$ cat src/rtl/sub_serial_pkg.sv
// sub_serial_pkg: FSM state encodings and the saturation pattern helper for sub_serial.
package sub_serial_pkg;

    localparam logic [1:0] S_IDLE = 2'd0;
    localparam logic [1:0] S_RUN  = 2'd1;
    localparam logic [1:0] S_DONE = 2'd2;

    typedef enum logic [1:0] {
        IDLE = S_IDLE,
        RUN  = S_RUN,
        DONE = S_DONE
    } state_t;

    // Most-negative pattern (100..0) when neg, else most-positive (011..1), for a w-bit word.
    function automatic logic [63:0] sat_val(input logic neg, input int w);
        logic [63:0] m;
        m = 64'd1 << (w - 1);
        return neg ? m : m - 64'd1;
    endfunction

endpackage

$ cat src/rtl/sub_serial_full_adder.sv
// full_adder: single-bit full adder used as the serial bit slice.
module full_adder (
    input  logic a_i,
    input  logic b_i,
    input  logic c_i,
    output logic s_o,
    output logic c_o
);

    assign s_o = a_i ^ b_i ^ c_i;
    assign c_o = (a_i & b_i) | (a_i & c_i) | (b_i & c_i);

endmodule

$ cat src/rtl/sub_serial.sv
// sub_serial: bit-serial two's-complement subtractor out = a - b, LSB first, start/done handshake.
// Optional saturation on signed overflow when SUB_SERIAL_SAT_EN is defined.
module sub_serial
    import sub_serial_pkg::*;
#(
    parameter int width = 6
) (
    input  logic             clk,
    input  logic             rst,
    input  logic             start,
    input  logic [width-1:0] a,
    input  logic [width-1:0] b,
    output logic             busy,
    output logic             done,
    output logic [width-1:0] out,
    output logic             ovf
);

    localparam int CW = $clog2(width);

    state_t           state_q, state_d;
    logic [width-1:0] a_sh_q, a_sh_d, b_sh_q, b_sh_d;
    logic [width-1:0] res_q, res_d, out_q, out_d;
    logic [CW-1:0]    cnt_q, cnt_d;
    logic             c_q, c_d, ovf_q, ovf_d;
    logic             s, co, last, ovf_n;
    logic [width-1:0] res_n, fin;

    // Subtraction as a + ~b + 1: invert the subtrahend bit, carry seeded to 1 on start.
    full_adder u_fa (
        .a_i(a_sh_q[0]),
        .b_i(~b_sh_q[0]),
        .c_i(c_q),
        .s_o(s),
        .c_o(co)
    );

    assign last  = cnt_q == CW'(width - 1);
    assign res_n = {s, res_q[width-1:1]};
    assign ovf_n = co ^ c_q;

`ifdef SUB_SERIAL_SAT_EN
    logic        a_msb_q, a_msb_d;
    logic [63:0] sat_full;
    assign sat_full = sat_val(a_msb_q, width);
    assign fin      = ovf_n ? sat_full[width-1:0] : res_n;
`else
    assign fin = res_n;
`endif

    always_comb begin
        state_d = state_q;
        a_sh_d  = a_sh_q;
        b_sh_d  = b_sh_q;
        res_d   = res_q;
        out_d   = out_q;
        cnt_d   = cnt_q;
        c_d     = c_q;
        ovf_d   = ovf_q;
`ifdef SUB_SERIAL_SAT_EN
        a_msb_d = a_msb_q;
`endif
        unique case (state_q)
            IDLE: if (start) begin
                a_sh_d  = a;
                b_sh_d  = b;
                res_d   = '0;
                c_d     = 1'b1;
                cnt_d   = '0;
                state_d = RUN;
`ifdef SUB_SERIAL_SAT_EN
                a_msb_d = a[width-1];
`endif
            end
            RUN: begin
                a_sh_d = {1'b0, a_sh_q[width-1:1]};
                b_sh_d = {1'b0, b_sh_q[width-1:1]};
                res_d  = res_n;
                c_d    = co;
                cnt_d  = cnt_q + 1'b1;
                if (last) begin
                    out_d   = fin;
                    ovf_d   = ovf_n;
                    state_d = DONE;
                end
            end
            DONE:    state_d = IDLE;
            default: state_d = IDLE;
        endcase
    end

    always_ff @(posedge clk) begin
        if (rst) begin
            state_q <= IDLE;
            a_sh_q  <= '0;
            b_sh_q  <= '0;
            res_q   <= '0;
            out_q   <= '0;
            cnt_q   <= '0;
            c_q     <= 1'b0;
            ovf_q   <= 1'b0;
`ifdef SUB_SERIAL_SAT_EN
            a_msb_q <= 1'b0;
`endif
        end else begin
            state_q <= state_d;
            a_sh_q  <= a_sh_d;
            b_sh_q  <= b_sh_d;
            res_q   <= res_d;
            out_q   <= out_d;
            cnt_q   <= cnt_d;
            c_q     <= c_d;
            ovf_q   <= ovf_d;
`ifdef SUB_SERIAL_SAT_EN
            a_msb_q <= a_msb_d;
`endif
        end
    end

    assign busy = state_q != IDLE;
    assign done = state_q == DONE;
    assign out  = out_q;
    assign ovf  = ovf_q;

endmodule
$ cat config.mk
export PLATFORM = sky130hd
export DESIGN_NAME = sub_serial
export DESIGN_NICKNAME = d
export VERILOG_FILES = /design/src/rtl/sub_serial_pkg.sv /design/src/rtl/sub_serial_full_adder.sv /design/src/rtl/sub_serial.sv
export SDC_FILE = /design/constraint.sdc
export NUM_CORES = 1
export LEC_CHECK = 0
export ABC_AREA = 1
export ABC_CLOCK_PERIOD_IN_PS = 1600
export BUFFER_PORTS_ARGS = -buffer_cell sky130_fd_sc_hd__clkbuf_2
export CORE_UTILIZATION = 54
export CTS_BUF_LIST = sky130_fd_sc_hd__clkbuf_16
export CTS_CLUSTER_DIAMETER = 100
export CTS_CLUSTER_SIZE = 25
export DETAILED_ROUTE_END_ITERATION = 16
export MAX_ROUTING_LAYER = met4
export PLACE_DENSITY = 0.75
export SYNTH_ARGS = -nofsm -noshare
export SYNTH_HDL_FRONTEND = slang
export SYNTH_SLANG_ARGS = --single-unit
$ cat constraint.sdc
create_clock -name clk -period 1.6 [get_ports clk]
set_input_delay 0.32 -clock clk [delete_from_list [all_inputs] [get_ports clk]]
set_output_delay 0.32 -clock clk [all_outputs]
set_load 0.02 [all_outputs]
==> impl_summary.txt, run 1 <==
----------------------------------------------------
[Finish]
  Most common library cell in the layout ignoring fill and taps ... nand2_1
  Count of nets after finishing ... 259
  Number of inserted diodes ... 0
  Most used cells in the layout excluding fill and tap cells ... nand2_1 (69), inv_1 (35), nor2_1 (33)
  Proportion of layout cells with a drive suffix above 1 ... 16.5%
  Area added between synthesis and finish ... 22.2%
  Fill cells ... 202

[Yosys]
  Post-Syn Area ... about 0.0014 mm^2
  Number of enable-type register cells in the synthesized netlist ... 0
  Number of unique standard cell types used by synthesis ... 18
  Flip-flop and latch count after synthesis ... 30
  Area fraction of the dominant cell type after synthesis ... a little over two fifths
  Ys flop type ... dfxtp_1
  Biggest area consumer among synthesized cells ... dfxtp_1
  Mean Syn Cell Area ... about 6.5 um^2
  Largest cells by area after synthesis ... dfxtp_1 (44%), nand2_1 (19%), inv_1 (9.3%)
  Async set-or-reset flop fraction in the synthesized netlist ... 0%
  Count of mapped cells out of synthesis ... roughly 210
  Post-Syn Nets ... 230
  Sequential share of the synthesized area ... a little over two fifths
  Number of synthesis warnings ... 0

[Placed design]
  Routability congestion estimate from global placement ... 0.793
  Worst setup timing slack at the placement stage ... roughly 0.24 ns
  DPL Wire Length ... 1880 um
  Buffers added on ports ... 23

[Setup path]
  Largest fanout on the critical path ... 11
  Crit path cell chain ... nor2_1 -> inv_1 -> clkbuf_2
  Category of the critical setup timing path ... reg2out
  CP max stage delay ... around 0.55 ns
  Sum of buffers and inverters on the critical path ... 2
  Category of cells accounting for the largest share of critical-path delay ... flip-flops
  Endpoint kind of the worst setup timing path ... output port
  Crit path max-delay cell type ... dfxtp_1
  Worst EP required ... between 1 and 1.5 ns
  Critical Path Source Type ... flip-flop
  Worst Path Arrival ... ~1.2 ns

[Power]
  Combinational Power Share ... 11.1%
  Cell internal pwr ... about 1400 uW
  P_leak ... approximately 0.00085 uW
  Sequential Power Share ... a little over two fifths
  Net Sw Frac ... around a quarter
  Peak VDD IR ... approximately 1.1 mV
  Pwr Density ... ~1100 mW/mm^2
  Clk network pwr share ... between 40% and 50%
  Sw Pwr ... between 400 and 500 uW

[CTS]
  Clock Path Buffers ... 2
  Cts bufs inserted ... 5
  Clock-pin transition on the worst setup and hold timing paths ... 0.05 ns
  Maximum level of the CTS H-tree ... 2
  Worst-skew pair later-pin latency ... about 0.27 ns
  TritonCTS Sinks ... 30
  Root Driver ... clkbuf_16
  Post-CTS setup buffers ... 0
  Clock tree from TritonCTS ... done
  Post-CTS Hold Fix Bufs ... 0
  Post_cts resized ... 0

[STA]
  Worst-case setup margin in the final layout ... around 0.095 ns
  Worst setup skew after layout ... 0.00418 ns
  Fraction of the cycle the final worst path needs ... between 90% and 100%
  Count of pins over their slew limit ... 0
  Final sum of negative setup slack ... 0 ns
  Final Critical Period ... around 1.5 ns
  Hold Vio Cnt, Final ... 0
  Relative slew margins ... roughly 74%
  Maximum operating frequency ... about 660 MHz
  Unrepaired setup endpoints after global routing ... no
  Transition time of the tightest slew-check pin ... 0.390 ns
  Setup-failing EPs final ... 0

[Detailed routing]
  Average detailed-routed wire length per instance ... between 10 and 15 um
  1st-iter DRT viols ... 32
  Total wire length ... 2710 um
  Drt first pass iters ... 4
  Total via count in the routed design ... about 1.2k
  Via-to-Cell Ratio ... 4.61
  Final routed DRC violation total ... 0
  Number of nets still failing antenna checks after routing ... 0

[Global routing]
  Total congestion overflow after global routing ... 0
  First-pass GRT wire length ... about 4700 um
  Combined global-route utilization of all metal layers ... approximately a quarter
  Most utilized layer in the global route result ... met2
  Number of global-route vias before repair ... 1142
  Met2 demand-to-capacity share in global routing ... between 40% and 50%
  Number of antenna violations at the first check in global routing ... 0
  Met1 track demand over resource in global routing ... about a quarter
  Pin count of the biggest net entering global routing ... 26
  GRT met3 Usage ... under 10%

[Flow run]
  Total of max-cap violations ... 0

[Status]
  Run status ... finished clean

[Floorplan]
  Die X-Extent ... 52.4 um
  Num ports ... 24
  Die boundary height ... between 50 and 60 um
  Starting utilization of the core area ... about three fifths
  Core area ... 0.00230 mm^2
  DIE AREA ... between 0.002 and 0.003 mm^2
  Placement Rows ... 17

[Worst hold path]
  Class of the tightest hold or removal check ... in2reg

----------------------------------------------------
stage by stage:
stage	hold slack, ns	instance area (um^2)	util, %	instances	total power (uW)
floorplan	0.389	1370	-	212	964
detailed placement	0.457	1540	66.9	262	1030
CTS	0.270	1680	72.9	270	1890
global placement	0.449	1540	66.9	262	1020
finish	0.272	1680	72.9	270	1880
global route	0.305	1680	72.9	270	1970
kinds of logic (layout without fill, tap and decap cells):
| group | after synthesis | count (layout) | synth area share [%] |
|---|---|---|---|
| and+or+nand+nor | 114 | 114 | 32.5 |
| buffers and inverters | 44 | 74 | 12.8 |
| AOI/OAI and AO/OA | 21 | 21 | 7.66 |
| adders and majority gates | 3 | 3 | 3.28 |
| DFF | 30 | 30 | 43.8 |
final cells by class:
class	instances	area, um^2	area share (%)
Clock buffer	5	125	7.47
Clock inverter	3	12.5	0.747
Inverter	36	135	8.07
Multi-Input combinational cell	138	599	35.8
Sequential cell	30	601	35.8
Tap cell	28	35.0	2.09
Timing Repair Buffer	30	168	10.0
power groups by stage:
stage / Clock (uW) / Combinational, uW / Sequential (uW)
2_1_floorplan: 0 / 149 / 815
3_3_place_gp: 0 / 200 / 820
3_5_place_dp: 0 / 207 / 821
4_1_cts: 875 / 210 / 806
5_1_grt: 913 / 244 / 810
6_report: 862 / 208 / 807
synthesized netlist by cell type (2+ instances only):
| cell type | instances |
|---|---|
| ha_1 | 2 |
| dfxtp_1 | 30 |
| nand3_1 | 9 |
| o21ai_0 | 7 |
| o21ai_1 | 2 |
| clkbuf_1 | 2 |
| inv_1 | 34 |
| nand2_1 | 69 |
| nor2_1 | 33 |
| a21oi_1 | 12 |
| buf_2 | 5 |
path summary, 6_finish.rpt:
check,end,start,slack (ns),cells after the start
setup / recovery,busy,state_q[0],0.09,3
hold / removal,a_sh_q[5],rst,0.27,2
setup reg to reg,res_q[5],state_q[0],0.17,5
hold reg to reg,b_sh_q[5],b_sh_q[5],0.46,2
metal layers:
layer | vias up | wire [um] | part of all wire [%]
li1 | 683 | - | -
met1 | 535 | 1230 | 45
met2 | 24 | 1350 | 50
met3 | 2 | 115 | 4.2
met4 | 0 | 9 | 0.33
met5 | - | 0 | 0
flip-flops by register name, indices dropped and copies added, names as in the netlist:
register / count
a_sh_q: 6
b_sh_q: 6
out: 6
res_q: 5
cnt_q: 3
state_q: 2
c_q: 1
ovf: 1
Note: power is estimated with default switching activity, not from simulation.
==> inputs of run 2 (changes only) <==
--- a/config.mk
+++ b/config.mk
@@ -15,2 +15,3 @@
 export DETAILED_ROUTE_END_ITERATION = 16
+export GPL_TIMING_DRIVEN = 0
 export MAX_ROUTING_LAYER = met4
--- a/constraint.sdc
+++ b/constraint.sdc
@@ -3,2 +3,2 @@
 set_output_delay 0.32 -clock clk [all_outputs]
-set_load 0.02 [all_outputs]
+set_load 0.1 [all_outputs]
==> run 2 against run 1 <==
  * Core utilization increased by 1.2 points
  * Power increased by 9.9%
  * Clock skew down 0.0018 ns
  * Maximum frequency fell by 3.7%
  * Register-to-register slack improved by 0.09 ns
  * Sequential share of layout area fell by 0.51 points
  * Design area up 1.6%
  * Critical path type unchanged
  * Highest routed layer unchanged
==> impl_summary.txt, run 2 (synthesis gave the netlist of run 1 again) <==
----------------------------------------------------
[STA]
  Final Critical Period ... approximately 1.6 ns
  Maximum operating frequency ... 640 MHz
  Transition time of the tightest slew-check pin ... 0.539 ns
  Unrepaired setup endpoints after global routing ... no
  Setup-failing EPs final ... 0
  Fraction of the cycle the final worst path needs ... a little over nine tenths
  Count of pins over their slew limit ... 0
  Worst-case setup margin in the final layout ... around 0.037 ns
  Final sum of negative setup slack ... 0 ns
  Hold Vio Cnt, Final ... 0
  Worst setup skew after layout ... around 0.0023 ns
  Relative slew margins ... between 60 and 70%

[Setup path]
  Critical Path Source Type ... flip-flop
  Crit path cell chain ... buf_4 -> nor2_4 -> clkbuf_4
  Category of cells accounting for the largest share of critical-path delay ... buffers and inverters
  Worst EP required ... around 1.3 ns
  CP max stage delay ... between 0.3 and 0.4 ns
  Category of the critical setup timing path ... reg2out
  Worst Path Arrival ... between 1 and 1.5 ns
  Endpoint kind of the worst setup timing path ... output port
  Sum of buffers and inverters on the critical path ... 2
  Largest fanout on the critical path ... 10
  Crit path max-delay cell type ... dfxtp_2

[Global routing]
  First-pass GRT wire length ... roughly 4700 um
  Combined global-route utilization of all metal layers ... 24.3%
  Total congestion overflow after global routing ... 0
  Pin count of the biggest net entering global routing ... 11
  Number of antenna violations at the first check in global routing ... 0
  Number of global-route vias before repair ... 1158

[CTS]
  Clock-pin transition on the worst setup and hold timing paths ... about 0.05 ns
  Worst-skew pair later-pin latency ... ~0.27 ns
  Post-CTS Hold Fix Bufs ... 0
  Cts bufs inserted ... 5
  Maximum level of the CTS H-tree ... 2
  Root Driver ... clkbuf_16
  Clock tree from TritonCTS ... done
  Clock Path Buffers ... 2
  TritonCTS Sinks ... 30

[Detailed routing]
  Total wire length ... between 2000 and 3000 um
  Average detailed-routed wire length per instance ... 9.74 um
  1st-iter DRT viols ... 12
  DR WL met3 ... between 100 and 150 um
  Met2 routed wirelength ... 1330 um
  Top Layer Used ... met4
  Via-to-Cell Ratio ... between 4 and 5
  Final routed DRC violation total ... 0
  Total via count in the routed design ... about 1.3k
  Met1 layer wirelength in the final routing ... 1150 um
  Drt first pass iters ... 4
  Number of nets still failing antenna checks after routing ... 0

[Power]
  P_leak ... around 0.00085 uW
  Pwr Density ... 1210 mW/mm^2
  Peak VDD IR ... just over 0.9 mV

[Floorplan]
  Core area ... approximately 0.0023 mm^2
  Placement Rows ... 17
  Num ports ... 24
  Starting utilization of the core area ... roughly 60%
  Die boundary height ... 52.4 um
  Die X-Extent ... roughly 52 um
  DIE AREA ... ~0.0027 mm^2

[Finish]
  Most used cells in the layout excluding fill and tap cells ... nand2_1 (69), inv_1 (34), nor2_1 (32)
  Proportion of layout cells with a drive suffix above 1 ... ~17%
  Count of nets after finishing ... 260
  Number of inserted diodes ... 0
  Area added between synthesis and finish ... 24.2%
  Cell area after layout ... 0.00170 mm^2
  Most common library cell in the layout ignoring fill and taps ... nand2_1

[Status]
  Run status ... finished clean

[Placed design]
  Placed inst area ... 0.00153 mm^2
  Worst setup timing slack at the placement stage ... between 0.1 and 0.15 ns
  Buffers added on ports ... 23
  Routability congestion estimate from global placement ... roughly 0.75
  DPL Wire Length ... approximately 1800 um

[Worst hold path]
  Class of the tightest hold or removal check ... in2reg

[Flow run]
  Total of max-cap violations ... 0

----------------------------------------------------
==> run 2: cell count changes in the layout (fill, tap and decap cells not counted), moves of 2 or more <==
cell / before / now
buf_2: 0 / 4
clkbuf_2: 23 / 21
buf_4: 7 / 2
clkbuf_4: 0 / 2
clkbuf_1: 0 / 2
==> run 2: path summary, 6_finish.rpt <==
check | depth (start not counted) | from | slack, ns | end
worst max register to register | 7 | cnt_q[0] | 0.26 | out[3]
worst min register to register | 2 | b_sh_q[5] | 0.47 | b_sh_q[5]
worst max-delay path | 3 | state_q[0] | 0.04 | done
worst min-delay path | 2 | rst | 0.27 | a_sh_q[5]
==> run 2: layer usage <==
layer,vias to the layer above,track usage (%)
met5,-,-
met4,0,9.21
met3,6,7.83
met2,21,42.0
met1,554,25.6
li1,689,-
==> run 2: final cells by class <==
type	count	area, um^2
repair buffers	23	120
plain buffers	8	42.5
multi-input cells	138	603
clock buffers	5	125
inverters	36	135
clock inverters	3	40.0
flip-flops and latches	30	602
well taps	28	35.0
fillers	191	594
==> run 2: worst register-to-register path: cells and delay by family (launching register included) <==
kind / cells / cell delay [ns]
DFF: 1 / 0.37
and+or+nand+nor: 5 / 0.49
adders and majority gates: 1 / 0.17
buffers and inverters: 1 / 0.21
==> run 2: where the power goes <==
| part | switching (uW) | internal (uW) | total (uW) |
|---|---|---|---|
| logic | 136 | 78.9 | 215 |
| clock network | 317 | 726 | 1040 |
| registers | 18.6 | 787 | 805 |
| total | 472 | 1590 | 2060 |
==> run 2: repair_timing <==
action	in CTS	in global routing
hold endpoints to repair	0	0
setup endpoints to repair	2	0
setup buffers	0	0
resized for setup	4	0
==> run 2: through the flow <==
| step | hold slack [ns] | std cells | power (uW) | utilization, % |
|---|---|---|---|---|
| 3_5_place_dp | 0.460 | 263 | 1030 | 66.6 |
| 5_1_grt | 0.276 | 271 | 2140 | 74.1 |
| 2_1_floorplan | 0.389 | 212 | 976 | - |
| 3_3_place_gp | 0.451 | 263 | 1020 | 66.6 |
| 4_1_cts | 0.265 | 271 | 2070 | 74.1 |
| 6_report | 0.266 | 271 | 2060 | 74.1 |
